===== src/rtl/instr_encoder_pkg.sv =====
// Shared encoder constants: request format codes, RV32I major opcodes, FSM states.
package instr_encoder_pkg;

  localparam logic [3:0] ENC_R      = 4'd0;
  localparam logic [3:0] ENC_ICOMP  = 4'd1;
  localparam logic [3:0] ENC_LOAD   = 4'd2;
  localparam logic [3:0] ENC_STORE  = 4'd3;
  localparam logic [3:0] ENC_BRANCH = 4'd4;
  localparam logic [3:0] ENC_JAL    = 4'd5;
  localparam logic [3:0] ENC_JALR   = 4'd6;
  localparam logic [3:0] ENC_LUI    = 4'd7;
  localparam logic [3:0] ENC_AUIPC  = 4'd8;
  localparam logic [3:0] ENC_CSR    = 4'd9;
  localparam logic [3:0] ENC_LI     = 4'd10;

  localparam logic [6:0] R_FORMAT       = 7'b0110011;
  localparam logic [6:0] I_COMP_FORMAT  = 7'b0010011;
  localparam logic [6:0] I_LOAD_FORMAT  = 7'b0000011;
  localparam logic [6:0] S_FORMAT       = 7'b0100011;
  localparam logic [6:0] B_FORMAT       = 7'b1100011;
  localparam logic [6:0] J_FORMAT       = 7'b1101111;
  localparam logic [6:0] I_JALR_FORMAT  = 7'b1100111;
  localparam logic [6:0] U_FORMAT_LUI   = 7'b0110111;
  localparam logic [6:0] U_FORMAT_AUIPC = 7'b0010111;
  localparam logic [6:0] I_ENV_FORMAT   = 7'b1110011;

  typedef enum logic {
    S_IDLE  = 1'b0,
    S_LI_LO = 1'b1
  } encState_e;

  // True when v is representable as a 12-bit signed immediate.
  function automatic logic fitsSigned12(input logic [31:0] v);
    return (v[31:11] == '0) || (&v[31:11]);
  endfunction

endpackage


===== src/rtl/instr_imm_pack.sv =====
// Places the request immediate into its RV32I bit positions and range-checks it.
module instr_imm_pack
  import instr_encoder_pkg::*;
(
  input  logic [3:0]  fmt,
  input  logic [31:0] imm,
  output logic [31:0] immBits,
  output logic        inRange
);

  // Per-format scatter of immediate bits; unknown formats are out of range.
  always_comb begin
    immBits = '0;
    inRange = 1'b0;
    case (fmt)
      ENC_R, ENC_LI: begin
        inRange = 1'b1;
      end
      ENC_ICOMP, ENC_LOAD, ENC_JALR: begin
        immBits = {imm[11:0], 20'b0};
        inRange = fitsSigned12(imm);
      end
      ENC_CSR: begin
        immBits = {imm[11:0], 20'b0};
        inRange = 1'b1;
      end
      ENC_STORE: begin
        immBits = {imm[11:5], 13'b0, imm[4:0], 7'b0};
        inRange = fitsSigned12(imm);
      end
      ENC_BRANCH: begin
        immBits = {imm[12], imm[10:5], 13'b0, imm[4:1], imm[11], 7'b0};
        inRange = ((imm[31:12] == '0) || (&imm[31:12])) && !imm[0];
      end
      ENC_JAL: begin
        immBits = {imm[20], imm[10:1], imm[11], imm[19:12], 12'b0};
        inRange = ((imm[31:20] == '0) || (&imm[31:20])) && !imm[0];
      end
      ENC_LUI, ENC_AUIPC: begin
        immBits = {imm[19:0], 12'b0};
        inRange = 1'b1;
      end
      default: begin
        immBits = '0;
        inRange = 1'b0;
      end
    endcase
  end

endmodule


===== src/rtl/instr_encoder.sv =====
// Field-level request to RV32I instruction word encoder with LI expansion.
//
// state   | meaning
// S_IDLE  | accepting requests; output register holds zero or one word
// S_LI_LO | LUI of a split LI on the output; ADDI waiting in pendQ
module instr_encoder
  import instr_encoder_pkg::*;
#(
  parameter int CNT_W = 16
) (
  input  logic             clock,
  input  logic             reset,
  input  logic             req_valid,
  output logic             req_ready,
  input  logic [3:0]       req_fmt,
  input  logic [4:0]       req_rd,
  input  logic [4:0]       req_rs1,
  input  logic [4:0]       req_rs2,
  input  logic [2:0]       req_funct3,
  input  logic [6:0]       req_funct7,
  input  logic [31:0]      req_imm,
  output logic             instr_valid,
  input  logic             instr_ready,
  output logic [31:0]      instr,
  output logic             instr_last,
  output logic             enc_err,
  output logic [CNT_W-1:0] instr_count
);

  encState_e   stateQ, stateD;
  logic [31:0] immBits;
  logic        inRange;
  logic [31:0] baseWord, pendWord, pendQ, pendD, instrD;
  logic        lastFlag, splitLi, validD, lastD, errD;
  logic [19:0] liHi;
  logic        accept, outHs;

  instr_imm_pack uImmPack (
    .fmt     (req_fmt),
    .imm     (req_imm),
    .immBits (immBits),
    .inRange (inRange)
  );

  assign req_ready = (stateQ == S_IDLE) && (!instr_valid || instr_ready);
  assign accept    = req_valid && req_ready;
  assign outHs     = instr_valid && instr_ready;
  // Rounded upper part so that LUI + sign-extended low 12 bits rebuilds req_imm.
  assign liHi      = req_imm[31:12] + {19'b0, req_imm[11]};

  // Assemble the first word of the request and, for split LI, the follow-up ADDI.
  always_comb begin
    baseWord = '0;
    pendWord = '0;
    lastFlag = 1'b1;
    splitLi  = 1'b0;
    case (req_fmt)
      ENC_R:      baseWord = {req_funct7, req_rs2, req_rs1, req_funct3, req_rd, R_FORMAT};
      ENC_ICOMP:  baseWord = immBits | {12'b0, req_rs1, req_funct3, req_rd, I_COMP_FORMAT};
      ENC_LOAD:   baseWord = immBits | {12'b0, req_rs1, req_funct3, req_rd, I_LOAD_FORMAT};
      ENC_JALR:   baseWord = immBits | {12'b0, req_rs1, req_funct3, req_rd, I_JALR_FORMAT};
      ENC_CSR:    baseWord = immBits | {12'b0, req_rs1, req_funct3, req_rd, I_ENV_FORMAT};
      ENC_STORE:  baseWord = immBits | {7'b0, req_rs2, req_rs1, req_funct3, 5'b0, S_FORMAT};
      ENC_BRANCH: baseWord = immBits | {7'b0, req_rs2, req_rs1, req_funct3, 5'b0, B_FORMAT};
      ENC_JAL:    baseWord = immBits | {20'b0, req_rd, J_FORMAT};
      ENC_LUI:    baseWord = immBits | {20'b0, req_rd, U_FORMAT_LUI};
      ENC_AUIPC:  baseWord = immBits | {20'b0, req_rd, U_FORMAT_AUIPC};
      ENC_LI: begin
        if (fitsSigned12(req_imm)) begin
          baseWord = {req_imm[11:0], 5'd0, 3'b000, req_rd, I_COMP_FORMAT};
        end else begin
          baseWord = {liHi, req_rd, U_FORMAT_LUI};
          splitLi  = (req_imm[11:0] != 12'h000);
          lastFlag = !splitLi;
          pendWord = {req_imm[11:0], req_rd, 3'b000, req_rd, I_COMP_FORMAT};
        end
      end
      default: baseWord = '0;
    endcase
  end

  // Next state and next output-register contents.
  always_comb begin
    stateD = stateQ;
    instrD = instr;
    validD = instr_valid && !outHs;
    lastD  = instr_last;
    errD   = 1'b0;
    pendD  = pendQ;
    if ((stateQ == S_LI_LO) && outHs) begin
      instrD = pendQ;
      validD = 1'b1;
      lastD  = 1'b1;
      stateD = S_IDLE;
    end
    if (accept) begin
      if (!inRange) begin
        errD = 1'b1;
      end else begin
        instrD = baseWord;
        validD = 1'b1;
        lastD  = lastFlag;
        if (splitLi) begin
          pendD  = pendWord;
          stateD = S_LI_LO;
        end
      end
    end
  end

  // State register.
  always_ff @(posedge clock) begin
    if (!reset) stateQ <= S_IDLE;
    else        stateQ <= stateD;
  end

  // Output register, pending ADDI and handshake counter.
  always_ff @(posedge clock) begin
    if (!reset) begin
      instr       <= '0;
      instr_valid <= 1'b0;
      instr_last  <= 1'b0;
      enc_err     <= 1'b0;
      pendQ       <= '0;
      instr_count <= '0;
    end else begin
      instr       <= instrD;
      instr_valid <= validD;
      instr_last  <= lastD;
      enc_err     <= errD;
      pendQ       <= pendD;
      if (outHs) instr_count <= instr_count + {{(CNT_W-1){1'b0}}, 1'b1};
    end
  end

endmodule


===== config.mk =====
export PLATFORM = sky130hd
export DESIGN_NAME = instr_encoder
export DESIGN_NICKNAME = d
export VERILOG_FILES = /design/src/rtl/instr_encoder_pkg.sv /design/src/rtl/instr_imm_pack.sv /design/src/rtl/instr_encoder.sv
export SDC_FILE = /design/constraint.sdc
export NUM_CORES = 1
export LEC_CHECK = 0
export CAP_MARGIN = 20
export CORE_ASPECT_RATIO = 0.9
export CORE_MARGIN = 5
export CORE_UTILIZATION = 31
export CTS_CLUSTER_SIZE = 28
export DETAILED_ROUTE_END_ITERATION = 8
export PLACE_DENSITY = 0.56
export SYNTH_ARGS = -nofsm -noshare
export SYNTH_HDL_FRONTEND = slang
export SYNTH_SLANG_ARGS = --single-unit

===== constraint.sdc =====
create_clock -name clock -period 3.9 [get_ports clock]
set_input_delay 0.585 -clock clock [delete_from_list [all_inputs] [get_ports clock]]
set_output_delay 0.585 -clock clock [all_outputs]
set_load 0.01 [all_outputs]

==> results.ini, run 1 <==
[global_routing]
grt_pass1_wl_mm = 27.2
grt_usage_pct = 19.3
grt_pass1_vias = 4812
grt_start_max_net_pins = 55
grt_overflow = 0
antenna_found_initial = 0

[synthesis]
synth_cell_type_count = 57
synth_area_per_cell_sq_um = 7.96
synth_fa_ha_area_share_pct = 1.08
synth_cells = 581
seq_area_frac_synth_pct = 30.3
yosys-mux-area-fraction_pct = 7.58
netlist_area_sq_um = 4620
synth_edf_count = 0
yosys.area_share.simple_pct = 25.0
synth_seq_cells = 70
syn-num-nets = 650
synthArstFlopShare_pct = 0
synthXorXnorAreaFrac_pct = 4.93
synth-main-ff-cell = dfxtp_1
synth-compound-area-share_pct = 25.5
yosysWarnings = 0
synth_top_family_by_area = compound AO/OA/AOI/OAI gates

[hold_path]
hold_end = pendQ[4]
worstHoldPathCells = 1
min-delay-start = pendQ[4]
worstHoldPathType = register to register

[clock_network]
cts_setup_buffers = 0
clk_pin_slew_worst_paths_ps = 60
cts_sinks = 70
cts_tree = done
cts_resized = 0
numCtsBuffers = 9
clock_latency_ps = 330
htreeDepth = 3
cts_root_buffer = clkbuf_16
cts_hold_buf = 0
clk_path_buf_depth = 2

[cells_and_area]
layoutNonFillerInstCount = 879
layout_common_cells = 115 x clkdlybuf4s50_1, 70 x dfxtp_1, 54 x nand2_1
area_growth_pct = 34.3
finalCoreUtilization_pct = 42.4
drive_gt1_share_pct = 6.17
final_common_cell = clkdlybuf4s50_1
layout.nets = 745
num_antenna_cells = 0

[worst_setup_path]
path_class = input port to register
r2r-end = instr[29]
r2r_start = instr_valid
reg2regPathDepth = 6
cp_top_family = compound AO/OA/AOI/OAI gates
critical_path.cell_chain = clkdlybuf4s50_1 -> and4bb_2 -> a31oi_1 -> a2bb2oi_1 -> o211a_4 -> nor2_4 -> buf_4 -> o311a_1
max_stage_delay_ps = 850
cp.buffers_inverters = 2
arrival_ps = 3340
crit_path_max_fanout = 20
r2r_slack_ps = 1920
critPathSlowestCell = clkdlybuf4s50_1
startpoint_type = input port
end_kind = register
worstPathRequired_ps = 4110

[pwr]
irDropWorstVdd_mv = 0.157
p_leak_nw = 2.20
pwr_density_cell_nw_per_um2 = 305

[run_status]
status = complete, no violations

[place]
post-place-cells = 863
place_ws_ps = 463
dp_hpwl_mm = 12.8
routabilityCongestion = 0.959
io_buffers = 116

[drt]
wl_per_cell_um = 19.6
ant_nets = 0
first_pass_iters = 8
num_vias = 4933
drt_iter0_markers = 437
wl_mm = 17.2
viasPerCell = 5.61
drcViolationCount = 0

[timing]
tns_ps = 0
worst_slack_ps = 771
final_max_slew_viol_count = 0
fin_skew_ps = 6.75
final_hold_viol_count = 0
post-route-min-period_ps = 3130
fmax_ghz = 0.320
max_slew_margin_pct = 38.1
finalSetupViolations = 0
min_period_over_period_pct = 80.2
grt_setup_unrepaired = no
worst_pin_slew_ps = 925

[die]
die_h_um = 126
die_w_um = 139
core-area_sq_um = 14700
dieArea_sq_um = 17500
rows = 42
start_util_pct = 31.5
pin_count = 117

[job]
max_cap_violations = 0

-- worst register-to-register path: cells and delay by family (launching register included) --
family	cells	cell delay, ps
compound gates	2	280
simple gates	4	1180
flops	1	400
-- report_power, final --
group	leakage [nW]	internal, mW	total [mW]	switching, mW
Clock	0.128	0.428	0.742	0.314
Sequential	0.568	0.740	0.755	0.0150
Combinational	1.51	0.188	0.399	0.211
-- metal layers --
layer | routed length [um] | up-vias | part of all wire, % | GRT usage (%)
li1 | - | 2350 | - | -
met1 | 8090 | 2320 | 47 | 27.6
met2 | 7540 | 235 | 44 | 29.6
met3 | 1240 | 28 | 7.2 | 3.79
met4 | 344 | 0 | 2.0 | 5.35
met5 | 0 | - | 0 | 0
-- worst max-delay path by stage --
| stage | startpoint | end | slack (ps) | cells past startpoint |
|---|---|---|---|---|
| finish | req_fmt[3] | instr_last | 770 | 8 |
| global route | req_imm[12] | instr[23] | 530 | 8 |
| CTS | req_imm[12] | instr[23] | 810 | 8 |
| detailed placement | req_imm[12] | instr[23] | 460 | 8 |
| global placement | req_fmt[3] | instr_last | 490 | 8 |
| floorplan | req_imm[11] | pendQ[15] | 1440 | 10 |
-- layout make-up --
cell class | instances | area [sq um]
clock inverters | 6 | 38.8
multi-input cells | 455 | 2970
clock buffers | 10 | 229
repair buffers | 133 | 1300
well taps | 198 | 248
flip-flops and latches | 70 | 1400
inverters | 7 | 26.3
fillers | 1492 | 8450
-- Yosys cell counts (all sizes together) (3+ instances only) --
library cell | instances | area [sq um]
a211oi | 5 | 37.5
a21boi | 8 | 60.1
a21oi | 20 | 100
a221oi | 7 | 61.3
a222oi | 8 | 80.1
a22o | 8 | 70.1
a22oi | 18 | 135
a31oi | 12 | 75.1
and2 | 12 | 75.1
and3 | 13 | 81.3
and4 | 3 | 26.3
buf | 22 | 131
clkbuf | 27 | 101
dfxtp | 70 | 1400
ha | 4 | 50.1
inv | 7 | 26.3
mux2i | 35 | 350
nand2 | 54 | 203
nand2b | 5 | 38.8
nand3 | 14 | 70.1
nand4 | 12 | 75.1
nor2 | 53 | 206
nor2b | 23 | 144
nor3 | 6 | 30.0
nor4 | 11 | 81.3
o21a | 4 | 30.0
o21ai | 37 | 185
o22ai | 4 | 25.0
o311a | 10 | 100
o31ai | 17 | 128
or3 | 9 | 61.3
xnor2 | 16 | 140
xor2 | 10 | 87.6
-- through the flow --
stage               power [mW]  hold slack [ps]  area [sq um]
floorplan                0.969              440          4620
global placement          1.16              455          5940
detailed placement        1.17              453          5940
CTS                       1.91              466          6210
global route              1.98              478          6210
finish                    1.90              465          6210
-- cell families (layout without fill, tap and decap cells) --
family | after synthesis | count (layout)
adders and majority gates | 4 | 4
DFF | 70 | 70
buffers and inverters | 56 | 156
and+or+nand+nor | 223 | 223
muxes | 35 | 35
AOI/OAI and AO/OA | 167 | 167
xor gates and xnor gates | 26 | 26
-- flip-flops by register name (all words and copies together) (netlist names) --
name / flops
instr_valid: 1
pendQ: 18
enc_err: 1
stateQ: 1
instr: 32
instr_count: 16
instr_last: 1
(Power assumes the default switching activity.)
==> run 2: changes to the inputs <==
==> constraint.sdc (replaced) <==
create_clock -name clock -period 3.2 [get_ports clock]
set_input_delay 0.48 -clock clock [delete_from_list [all_inputs] [get_ports clock]]
set_output_delay 0.48 -clock clock [all_outputs]
set_load 0.01 [all_outputs]
==> run 2 against run 1 <==
Against the previous run: critical path depth increased by 3; critical path type unchanged; final area increased by 3.7%; die area unchanged.
==> results.ini, run 2 (synthesis results as in run 1) <==
[clock_network]
clock_latency_ps = 340  ; was 330 ps
clk_pin_slew_worst_paths_ps = 50  ; was 60 ps
numCtsBuffers = 9  ; unchanged
cts_tree = done  ; unchanged
cts_setup_buffers = 0  ; unchanged
clk_path_buf_depth = 2  ; unchanged
cts_hold_buf = 0  ; unchanged
cts_sinks = 70  ; unchanged
cts_root_buffer = clkbuf_16  ; unchanged
cts_resized = 0  ; unchanged
htreeDepth = 3  ; unchanged

[die]
start_util_pct = 31.5  ; unchanged
pin_count = 117  ; unchanged
die_w_um = 139  ; unchanged
dieArea_sq_um = 17500  ; unchanged
die_h_um = 126  ; unchanged
rows = 42  ; unchanged
core-area_sq_um = 14700  ; unchanged

[global_routing]
antenna_found_initial = 0  ; unchanged
grt_overflow = 0  ; unchanged
grt_pass1_vias = 4633  ; was 4812
grt_usage_pct = 18.6  ; was 19.3%
grt_pass1_wl_mm = 26.2  ; was 27.2 mm
grt_start_max_net_pins = 32  ; was 55

[timing]
fmax_ghz = 0.372
finalHoldWorstSlack_ps = 470  ; was 465 ps
max_slew_margin_pct = 45.9  ; was 38.1%
finalSetupViolations = 0  ; unchanged
final_max_slew_viol_count = 0  ; unchanged
min_period_over_period_pct = 84.1
post-route-min-period_ps = 2690
fin_skew_ps = 6.65  ; was 6.75 ps
worst_pin_slew_ps = 810  ; was 925 ps
final_hold_viol_count = 0  ; unchanged
grt_setup_unrepaired = no  ; unchanged
tns_ps = 0  ; unchanged

[pwr]
pwr_density_cell_nw_per_um2 = 367  ; was 305 nW/um^2
irDropWorstVdd_mv = 0.191  ; was 0.157 mV
p_leak_nw = 2.33  ; was 2.20 nW

[cells_and_area]
drive_gt1_share_pct = 9.38  ; was 6.17%
largest_reg_flops = 32  ; unchanged
num_antenna_cells = 0  ; unchanged
finalCoreUtilization_pct = 43.9  ; was 42.4%
layoutNonFillerInstCount = 902  ; was 879
final_common_cell = clkdlybuf4s50_1  ; unchanged
largest-register = instr  ; unchanged
layout.nets = 768  ; was 745
fin_area_sq_um = 6440  ; was 6210 sq um
reg_top3 = instr (32), pendQ (18), instr_count (16)  ; unchanged
area_growth_pct = 39.3  ; was 34.3%
layout_common_cells = 115 x clkdlybuf4s50_1, 70 x dfxtp_1, 54 x nand2_1  ; unchanged

[worst_setup_path]
arrival_ps = 2910  ; was 3340 ps
max_stage_delay_ps = 540  ; was 850 ps
r2r-end = instr[29]  ; unchanged
end_kind = register  ; unchanged
critical_path.cell_chain = clkdlybuf4s50_1 -> inv_1 -> ha_1 -> nor4b_1 -> nand2_1 -> a2bb2o_1 -> buf_4 -> nor4_4 -> buf_12 -> mux2i_1 -> nor2b_1  ; was clkdlybuf4s50_1 -> and4bb_2 -> a31oi_1 -> a2bb2oi_1 -> o211a_4 -> nor2_4 -> buf_4 -> o311a_1
r2r_slack_ps = 1220  ; was 1920 ps
crit_path_max_fanout = 20  ; unchanged
worstPathRequired_ps = 3420  ; was 4110 ps
startpoint_type = input port  ; unchanged
crit_start = req_imm[11]  ; was req_fmt[3]
path_class = input port to register  ; unchanged
critPathSlowestCell = clkdlybuf4s50_1  ; unchanged
r2r_start = instr_valid  ; unchanged
reg2regPathDepth = 6  ; unchanged
worstSetupEndpoint = pendQ[28]  ; was instr_last

[place]
io_buffers = 116  ; unchanged
placed_cell_area_sq_um = 6150  ; was 5940 sq um
dp_hpwl_mm = 13.1  ; was 12.8 mm
post-place-cells = 886  ; was 863
routabilityCongestion = 0.951  ; was 0.959

[run_status]
status = complete, no violations  ; unchanged

[drt]
ant_nets = 0  ; unchanged
wl_per_cell_um = 18.7  ; was 19.6 um
drt_iter0_markers = 496  ; was 437
wl_mm = 16.9  ; was 17.2 mm
drcViolationCount = 0  ; unchanged
first_pass_iters = 6  ; was 8
viasPerCell = 5.56  ; was 5.61
num_vias = 5011  ; was 4933

[job]
max_cap_violations = 0  ; unchanged

[hold_path]
worstHoldPathType = register to register  ; unchanged

## run 2: changes by cell type in the layout (fill, tap and decap cells not counted)
cell	delta
buf_12	+3
clkinv_2	-2
clkinv_4	+1
inv_6	+1
buf_4	+20
clkbuf_8	+1
clkbuf_1	-1
## run 2: stage by stage
stage,setup slack [ps],power [mW]
finish,509,2.37
global route,411,2.48
CTS,537,2.39
detailed placement,189,1.44
global placement,249,1.44
floorplan,840,1.18
## run 2: per-layer routing
metal / part of all wire, % / track usage, % / vias up
met5: 0 / 0 / -
met4: 2.1 / 5.35 / 0
met3: 8.3 / 4.28 / 25
met2: 43 / 28.1 / 234
met1: 46 / 26.6 / 2365
li1: - / - / 2387
## run 2: how the worst min path moves through the flow
| stage | start | to | slack, ps | cells past startpoint |
|---|---|---|---|---|
| after CTS | pendQ[4] | pendQ[4] | 480 | 1 |
| final | pendQ[4] | pendQ[4] | 470 | 1 |
| after global placement | instr_count[15] | instr_count[15] | 460 | 2 |
| after global routing | pendQ[4] | pendQ[4] | 500 | 1 |
| after floorplan | pendQ[4] | pendQ[4] | 440 | 1 |
| after detailed placement | pendQ[4] | pendQ[4] | 470 | 1 |
## run 2: layout make-up
class | count | area, sq um
Inverter | 7 | 26.3
Timing Repair Buffer | 156 | 1510
Clock buffer | 10 | 239
Clock inverter | 6 | 46.3
Sequential cell | 70 | 1400
Tap cell | 198 | 248
Fill cell | 1444 | 8220
Multi-Input combinational cell | 455 | 2970
## run 2: critical path: cells and delay by family
kind / cells / cell delay, ps
buffers and inverters: 4 / 1080
multiplexers: 1 / 210
adder cells (fa/ha/maj): 1 / 190
AND/OR/NAND/NOR: 4 / 630
AO/OA/AOI/OAI: 1 / 310
## run 2: where the power goes
part	leakage, nW	internal [mW]	switching [mW]
logic	1.63	0.248	0.257
registers	0.568	0.902	0.0181
clock network	0.135	0.549	0.392
==> run 3: changes to the inputs <==
--- a/config.mk
+++ b/config.mk
@@ -11,7 +11,7 @@
 export CORE_UTILIZATION = 31
 export CTS_CLUSTER_SIZE = 28
 export DETAILED_ROUTE_END_ITERATION = 8
-export PLACE_DENSITY = 0.56
+export PLACE_DENSITY = 0.58
 export SYNTH_ARGS = -nofsm -noshare
 export SYNTH_HDL_FRONTEND = slang
 export SYNTH_SLANG_ARGS = --single-unit
==> constraint.sdc (replaced) <==
create_clock -name clock -period 2.3 [get_ports clock]
set_input_delay 0.345 -clock clock [delete_from_list [all_inputs] [get_ports clock]]
set_output_delay 0.345 -clock clock [all_outputs]
set_load 0.01 [all_outputs]
==> run 3 against run 2 <==
Against the previous run: first-iteration DRC count fell by 27%; via count rose by 5.3%; utilization rose by 5.5 points; critical path type unchanged; largest power group unchanged.
==> results.ini, run 3 (synthesis results as in run 1) <==
[worst_setup_path]
end_kind = register  ; unchanged
r2r_slack_ps = 490  ; was 1220 ps
critical_path.cell_chain = clkdlybuf4s50_1 -> nor4_2 -> nand3_2 -> or3_4 -> o211a_4 -> or3_4 -> o311a_1  ; was clkdlybuf4s50_1 -> inv_1 -> ha_1 -> nor4b_1 -> nand2_1 -> a2bb2o_1 -> buf_4 -> nor4_4 -> buf_12 -> mux2i_1 -> nor2b_1
path_class = input port to register  ; unchanged
r2r-end = instr_count[15]  ; was instr[29]
reg2regPathDepth = 6  ; unchanged
max_stage_delay_ps = 460  ; was 540 ps
cpMostUsedCell = or3_4
startpoint_type = input port  ; unchanged
r2r_start = instr_count[3]  ; was instr_valid
worstPathRequired_ps = 2520  ; was 3420 ps
arrival_ps = 2450  ; was 2910 ps
critPathSlowestCell = clkdlybuf4s50_1  ; unchanged
crit_path_max_fanout = 5  ; was 20

[die]
start_util_pct = 31.5  ; unchanged
die_w_um = 139  ; unchanged
pin_count = 117  ; unchanged
rows = 42  ; unchanged
die_h_um = 126  ; unchanged
core-area_sq_um = 14700  ; unchanged
dieArea_sq_um = 17500  ; unchanged

[timing]
final_hold_viol_count = 0  ; unchanged
fin_skew_ps = 4.50  ; was 6.65 ps
worst_pin_slew_ps = 666  ; was 810 ps
fmax_ghz = 0.448
finalHoldWorstSlack_ps = 471  ; was 470 ps
final_max_slew_viol_count = 0  ; unchanged
finalSetupViolations = 0  ; unchanged
post-route-min-period_ps = 2230
max_slew_margin_pct = 55.6  ; was 45.9%
min_period_over_period_pct = 97.0

[drt]
viasPerCell = 5.36  ; was 5.56
first_pass_iters = 5  ; was 6
num_vias = 5277  ; was 5011
wl_per_cell_um = 18.0  ; was 18.7 um
drcViolationCount = 0  ; unchanged
wl_mm = 17.7  ; was 16.9 mm
ant_nets = 0  ; unchanged
drt_iter0_markers = 364  ; was 496

[pwr]
p_leak_nw = 2.89  ; was 2.33 nW
pwr_density_cell_nw_per_um2 = 488  ; was 367 nW/um^2
irDropWorstVdd_mv = 0.291  ; was 0.191 mV

[cells_and_area]
area_growth_pct = 56.8  ; was 39.3%
num_antenna_cells = 0  ; unchanged
largest-register = instr  ; unchanged
fillers = 1397  ; was 1444
layout_common_cells = 116 x buf_4, 100 x clkdlybuf4s50_1, 70 x dfxtp_1  ; was 115 x clkdlybuf4s50_1, 70 x dfxtp_1, 54 x nand2_1
layoutNonFillerInstCount = 985  ; was 902
largest_reg_flops = 32  ; unchanged
final_common_cell = buf_4  ; was clkdlybuf4s50_1
reg_top3 = instr (32), pendQ (18), instr_count (16)  ; unchanged
layout.nets = 851  ; was 768
drive_gt1_share_pct = 21.5  ; was 9.38%

[global_routing]
grt_pass1_vias = 5068  ; was 4633
grt_start_max_net_pins = 39  ; was 32
antenna_found_initial = 0  ; unchanged
grt_pass1_wl_mm = 27.4  ; was 26.2 mm
grt_usage_pct = 19.3  ; was 18.6%
grt_overflow = 0  ; unchanged

[clock_network]
clock_latency_ps = 330  ; was 340 ps
numCtsBuffers = 9  ; unchanged
clk_pin_slew_worst_paths_ps = 60  ; was 50 ps
htreeDepth = 3  ; unchanged
clk_path_buf_depth = 2  ; unchanged
cts_tree = done  ; unchanged
cts_root_buffer = clkbuf_16  ; unchanged
cts_sinks = 70  ; unchanged

[hold_path]
worstHoldPathCells = 1  ; unchanged
hold_end = pendQ[4]  ; unchanged
min-delay-start = pendQ[4]  ; unchanged
worstHoldPathType = register to register  ; unchanged

[place]
post-place-cells = 964  ; was 886
routabilityCongestion = 0.956  ; was 0.951
dp_hpwl_mm = 14.0  ; was 13.1 mm
io_buffers = 116  ; unchanged

[run_status]
status = complete, no violations  ; unchanged

[job]
max_cap_violations = 0  ; unchanged

[run 3: timing repair]
item	in CTS	in global routing
setup endpoints to repair	30	28
hold buffers	0	0
cloned	1	1
pin swaps	3	4
buffers inserted	2	1
resized for setup	19	18
[run 3: final cells by class]
cell class / count / area, sq um / share of cell area, %
Multi-Input combinational cell: 455 / 3080 / 42.5
Sequential cell: 70 / 1400 / 19.3
Timing Repair Buffer: 239 / 2180 / 30.1
Inverter: 7 / 26.3 / 0.362
Clock buffer: 11 / 253 / 3.49
Clock inverter: 5 / 56.3 / 0.777
Tap cell: 198 / 248 / 3.42
[run 3: worst max path at each step]
stage | startpoint | endpoint | slack (ps) | cells past startpoint
6_report | req_imm[28] | instr[15] | 70 | 7
5_1_grt | req_imm[22] | pendQ[31] | -6 | 11
4_1_cts | req_imm[23] | instr[5] | 10 | 9
3_5_place_dp | req_imm[11] | instr[5] | -500 | 10
3_3_place_gp | req_imm[11] | pendQ[27] | -430 | 11
2_1_floorplan | req_imm[11] | pendQ[15] | 80 | 10
[run 3: where the power goes]
group          total (mW)  internal (mW)  switching (mW)
sequential           1.28           1.25          0.0255
combinational       0.819          0.429           0.390
clock                1.44          0.898           0.540
total                3.54           2.58           0.955
[run 3: worst max-delay path: cells and delay by family]
kind / cells / cell delay, ps
buf+inv: 1 / 460
simple gates: 4 / 1330
compound gates: 2 / 310
[run 3: through the flow]
stage | utilization (%) | power, mW | TNS [ps] | instance area (sq um) | worst slack (ps)
2_1_floorplan | - | 1.64 | 0 | 4620 | 75.2
3_3_place_gp | 46.0 | 2.09 | -18500 | 6750 | -427
3_5_place_dp | 46.0 | 2.10 | -20860 | 6750 | -497
4_1_cts | 49.0 | 3.56 | 0 | 7180 | 12.7
5_1_grt | 49.5 | 3.69 | -7.44 | 7250 | -6.05
6_report | 49.5 | 3.54 | 0 | 7250 | 68.5
[run 3: routing by layer]
layer,global-route usage (%),up-vias,routed length (um),share of wire (%)
met5,0,-,0,0
met4,6.85,0,407,2.3
met3,4.13,27,1220,6.9
met2,30.3,204,7880,45
met1,26.3,2490,8200,46
li1,-,2556,-,-
